## config.mk

```make
export PLATFORM = sky130hd
export DESIGN_NAME = quick_spi_arbiter
export DESIGN_NICKNAME = d
export VERILOG_FILES = /design/src/rtl/quick_spi_arbiter.sv
export SDC_FILE = /design/constraint.sdc
export NUM_CORES = 1
export LEC_CHECK = 0
export ABC_AREA = 1
export CAP_MARGIN = 20
export CORE_MARGIN = 2
export CORE_UTILIZATION = 45
export DETAILED_ROUTE_END_ITERATION = 12
export PLACE_DENSITY = 0.8
export SLEW_MARGIN = 20
export SYNTH_ARGS = -nofsm -noshare
export SYNTH_HDL_FRONTEND = slang
export SYNTH_SLANG_ARGS = --single-unit
```

## constraint.sdc

```tcl
create_clock -name clk -period 2.4 [get_ports clk]
set_clock_uncertainty 0.1 [all_clocks]
set_input_delay 0.72 -clock clk [delete_from_list [all_inputs] [get_ports clk]]
set_output_delay 0.72 -clock clk [all_outputs]
set_load 0.01 [all_outputs]
```

## src/rtl/quick_spi_arbiter.sv

```systemverilog
// Round-robin sharing of one quick_spi master between two command ports, with a
// BUSY watchdog and an enforced idle gap between consecutive transactions.
module quick_spi_arbiter #(
   parameter int TIMEOUT_CYCLES = 4096,
   parameter int GAP_CYCLES     = 2
) (
   input  logic        clk,
   input  logic        reset_n,
   input  logic        req0_valid,
   input  logic [15:0] req0_data,
   input  logic [1:0]  req0_slave,
   input  logic        req0_operation,
   output logic        req0_ready,
   output logic        req0_done,
   output logic        req0_error,
   output logic [7:0]  req0_rdata,
   input  logic        req1_valid,
   input  logic [15:0] req1_data,
   input  logic [1:0]  req1_slave,
   input  logic        req1_operation,
   output logic        req1_ready,
   output logic        req1_done,
   output logic        req1_error,
   output logic [7:0]  req1_rdata,
   output logic        spi_enable,
   output logic        spi_start_transaction,
   output logic [15:0] spi_outgoing_data,
   output logic [1:0]  spi_slave,
   output logic        spi_operation,
   input  logic        spi_end_of_transaction,
   input  logic [7:0]  spi_incoming_data
);
   localparam int TW = (TIMEOUT_CYCLES > 1) ? $clog2(TIMEOUT_CYCLES) : 1;
   localparam int GW = $clog2(GAP_CYCLES + 1);
   localparam logic [TW-1:0] TMO_LAST = TW'(TIMEOUT_CYCLES - 1);
   localparam logic [GW-1:0] GAP_LAST = GW'(GAP_CYCLES - 1);

   typedef enum logic [1:0] {
      ST_IDLE = 2'd0,
      ST_BUSY = 2'd1,
      ST_GAP  = 2'd2
   } state_t;

   state_t          state_q, state_d;
   logic [TW-1:0]   tmo_q, tmo_d;
   logic [GW-1:0]   gap_q, gap_d;
   logic            last_q, last_d;
   logic            port_q, port_d;
   logic            en_q, en_d;
   logic [15:0]     data_q, data_d;
   logic [1:0]      slave_q, slave_d;
   logic            op_q, op_d;
   logic [1:0]      done_q, done_d;
   logic [1:0]      err_q, err_d;
   logic [1:0][7:0] rdata_q, rdata_d;

   logic any_valid;
   logic grant_sel;
   logic accept;

   // On a tie the port that was not served last wins.
   assign any_valid  = req0_valid | req1_valid;
   assign grant_sel  = (req0_valid & req1_valid) ? ~last_q : req1_valid;
   assign accept     = reset_n & (state_q == ST_IDLE) & any_valid;
   assign req0_ready = accept & ~grant_sel;
   assign req1_ready = accept & grant_sel;

   always_comb begin
      state_d = state_q;
      tmo_d   = tmo_q;
      gap_d   = gap_q;
      last_d  = last_q;
      port_d  = port_q;
      en_d    = en_q;
      data_d  = data_q;
      slave_d = slave_q;
      op_d    = op_q;
      done_d  = '0;
      err_d   = err_q;
      rdata_d = rdata_q;
      case (state_q)
         ST_IDLE: begin
            if (any_valid) begin
               port_d  = grant_sel;
               last_d  = grant_sel;
               data_d  = grant_sel ? req1_data : req0_data;
               slave_d = grant_sel ? req1_slave : req0_slave;
               op_d    = grant_sel ? req1_operation : req0_operation;
               en_d    = 1'b1;
               tmo_d   = '0;
               state_d = ST_BUSY;
            end
         end
         ST_BUSY: begin
            // Completion wins over a timeout landing in the same cycle.
            if (spi_end_of_transaction) begin
               done_d[port_q]  = 1'b1;
               err_d[port_q]   = 1'b0;
               rdata_d[port_q] = spi_incoming_data;
               en_d            = 1'b0;
               gap_d           = '0;
               state_d         = ST_GAP;
            end else if (tmo_q == TMO_LAST) begin
               done_d[port_q] = 1'b1;
               err_d[port_q]  = 1'b1;
               en_d           = 1'b0;
               gap_d          = '0;
               state_d        = ST_GAP;
            end else begin
               tmo_d = tmo_q + TW'(1);
            end
         end
         ST_GAP: begin
            if (gap_q == GAP_LAST) begin
               state_d = ST_IDLE;
            end else begin
               gap_d = gap_q + GW'(1);
            end
         end
         default: begin
            state_d = ST_IDLE;
         end
      endcase
   end

   always_ff @(posedge clk) begin
      if (!reset_n) begin
         state_q <= ST_IDLE;
         tmo_q   <= '0;
         gap_q   <= '0;
         last_q  <= 1'b1;
         port_q  <= 1'b0;
         en_q    <= 1'b0;
         data_q  <= '0;
         slave_q <= '0;
         op_q    <= 1'b0;
         done_q  <= '0;
         err_q   <= '0;
         rdata_q <= '0;
      end else begin
         state_q <= state_d;
         tmo_q   <= tmo_d;
         gap_q   <= gap_d;
         last_q  <= last_d;
         port_q  <= port_d;
         en_q    <= en_d;
         data_q  <= data_d;
         slave_q <= slave_d;
         op_q    <= op_d;
         done_q  <= done_d;
         err_q   <= err_d;
         rdata_q <= rdata_d;
      end
   end

   assign spi_enable            = en_q;
   assign spi_start_transaction = en_q;
   assign spi_outgoing_data     = data_q;
   assign spi_slave             = slave_q;
   assign spi_operation         = op_q;
   assign req0_done             = done_q[0];
   assign req1_done             = done_q[1];
   assign req0_error            = err_q[0];
   assign req1_error            = err_q[1];
   assign req0_rdata            = rdata_q[0];
   assign req1_rdata            = rdata_q[1];

endmodule

```

==> metrics.txt <==
status completed; IO Count 94; Syn Inst Count 374; final hold viol count 0; Yosys warnings 0; worst-path cell chain clkdlybuf4s15_1, nor2_1, nor2_2, nand2_1, nor2_1, buf_2; initial antenna violation count 0; crit-path most repeated cell nor2_1; GRT Total Usage between 20% and 30%; synthesized area roughly 2600 µm²; routability cong. 0.835; pre-CTS WS -691 ps; hold slack around 350 ps; Worst VDD drop 438 µV; die height 80.3 µm; Mapped Avg Cell Area 7.00 µm²; Slew @ Worst Pin 354 ps; CP arrival 1500 ps; clk root buf clkbuf_8; critical path class primary input to primary output; xor-xnor portion of the synthesized cell area 0.334%; port buffer count between 90 and 100; initial core utilization 47.0%; share of cells above drive strength 1 10.6%; critical path's slowest cell clkdlybuf4s15_1; post-synth cell types 28; fin util between 70% and 80%; pin count of the biggest net entering global routing 39; P per Cell Area 683 nW/µm²; Cell Rows 27; CTS tree yes; slew margin rel. 76.4%; CTS Buf Count 9; Routed Antenna Nets 0; Iter 0 DRT Violations around 160; placed wire-length estimate 4920 µm; CP max stage delay about 210 ps; clk_lat worst skew 320 ps; Reg clk slew, reported paths 60 ps; Seq/Total Area, Yosys ~44%; vias 2,801; core region area 5570 µm²; min Tclk post-route 2320 ps; Compound-Gate Fraction of Synth Area 15.7%; Wirelength per Cell 12.4 µm; Leakage 1.56 nW; gr ovfl total 0; RSZ-0062 raised after global routing no; commonest non-fill, non-tap cells in the layout nand2_1, clkdlybuf4s50_1, dfxtp_1; post-synthesis simple-gate area fraction 31.0%; Hold WC Path Type register to register; Layout Nets 531; CTS max path bufs 2; overall die width 80.3 µm; Req. time, crit path 1580 ps; Setup WS post-layout roughly 77 ps; Crit. End Element primary output; fin. max-slew vios 0; final setup violating endpoints 0; DR vias/cell roughly 5.0; multiplexer area fraction after synthesis 0%; Max H-tree Level 3; Area Overhead vs Synth 49.8%; max-cap violations 0; Setup crit start kind primary input; largest family of logic cells by synthesized area simple AND/OR/NAND/NOR gates; clock net sink count 58; vias in the first global route 2,610; # DRC 0; placed cells 534; maximum operating frequency 0.430 GHz; first-pass GRT wire length 11,400 µm; maximum fanout along the worst path 3; syn nets 427; total iterations of the first detailed-routing run 4; number of diodes 0; most common cell after layout, fill and taps aside nand2_1; flops & latches, synth 58; die area 6450 µm²; Final Non-Filler Cells 555; final worst-path cycle share between 90% and 100%; DRT Wirelength around 7000 µm; Synth Area in Adders 0.956%
[through the flow]
step                cell area (µm²)  power, mW  setup TNS, ps
CTS                            3920       2.70              0
detailed placement             3660       1.66          -1330
global route                   3920       2.82              0
global placement               3660       1.66          -1190
floorplan                      2620       1.37              0
finish                         3920       2.68              0
[worst paths after layout]
check / startpoint / endpoint / slack (ps) / cells after the start
worst max register to register: tmo_q[0] / tmo_q[7] / 790 / 8
worst min-delay path: register / register / 350 / 2
worst max-delay path: req0_valid / req1_ready / 80 / 6
worst min register to register: register / register / 350 / 2
[kinds of logic (layout without fill, tap and decap cells)]
| logic type | after synthesis | after routing |
|---|---|---|
| AND/OR/NAND/NOR | 192 | 192 |
| flip-flops | 58 | 58 |
| adder cells (fa/ha/maj) | 2 | 2 |
| buffers and inverters | 46 | 155 |
| AO/OA/AOI/OAI | 75 | 75 |
| XOR/XNOR | 1 | 1 |
[registers in the layout, indices dropped and copies added, names as in the netlist, named ones only]
signal,cells
spi_operation,1
spi_outgoing_data,16
done_q,2
tmo_q,12
gap_q,2
spi_enable,1
req0_rdata,8
port_q,1
req1_rdata,8
last_q,1
spi_slave,2
state_q,2
[synthesized netlist by cell type, drive strengths merged]
cell type | number | area, µm²
inv | 26 | 97.6
nor3 | 1 | 5.00
nand2 | 107 | 404
ha | 2 | 25.0
dfxtp | 58 | 1160
clkinv | 1 | 3.75
a21oi | 22 | 114
xor2 | 1 | 8.76
nand3 | 29 | 155
a31oi | 19 | 119
clkbuf | 13 | 48.8
nand3b | 3 | 22.5
o21a | 1 | 7.51
nor2 | 49 | 205
o21ai | 31 | 155
nor3b | 1 | 7.51
nand4 | 1 | 6.26
buf | 6 | 51.3
o21bai | 2 | 15.0
or2 | 1 | 6.26
[critical path, delay by kind of cell]
family / cells / cell delay, ps
AND/OR/NAND/NOR: 4 / 420
buffers and inverters: 2 / 340
[routing by layer]
metal	part of all wire [%]	up-vias	wire length, µm	track usage, %
met2	47	96	3230	36.3
li1	-	1425	-	-
met1	43	1270	2970	26.1
met5	0	-	0	0
met4	1.2	0	82	9.32
met3	8.8	10	609	8.76
[where the power goes]
group	leakage [nW]	internal, mW	switching, mW
Combinational	0.968	0.298	0.280
Sequential	0.475	1.04	0.0457
Clock	0.117	0.642	0.372
Total	1.56	1.98	0.697
[area by class of cell]
cell class | instances | area (µm²)
Sequential cell | 58 | 1160
Tap cell | 72 | 90.1
Timing Repair Buffer | 112 | 1070
Inverter | 27 | 101
Fill cell | 448 | 1650
Multi-Input combinational cell | 270 | 1270
Clock buffer | 12 | 155
Clock inverter | 4 | 73.8
[what timing repair did]
item                       in CTS  in global routing
setup endpoints to repair       2                  1
pin swaps                       3                  3
hold buffers                    0                  0
setup buffers                   5                  0
gates resized for setup        15                  2
Note: power is estimated with default switching activity, not from simulation.
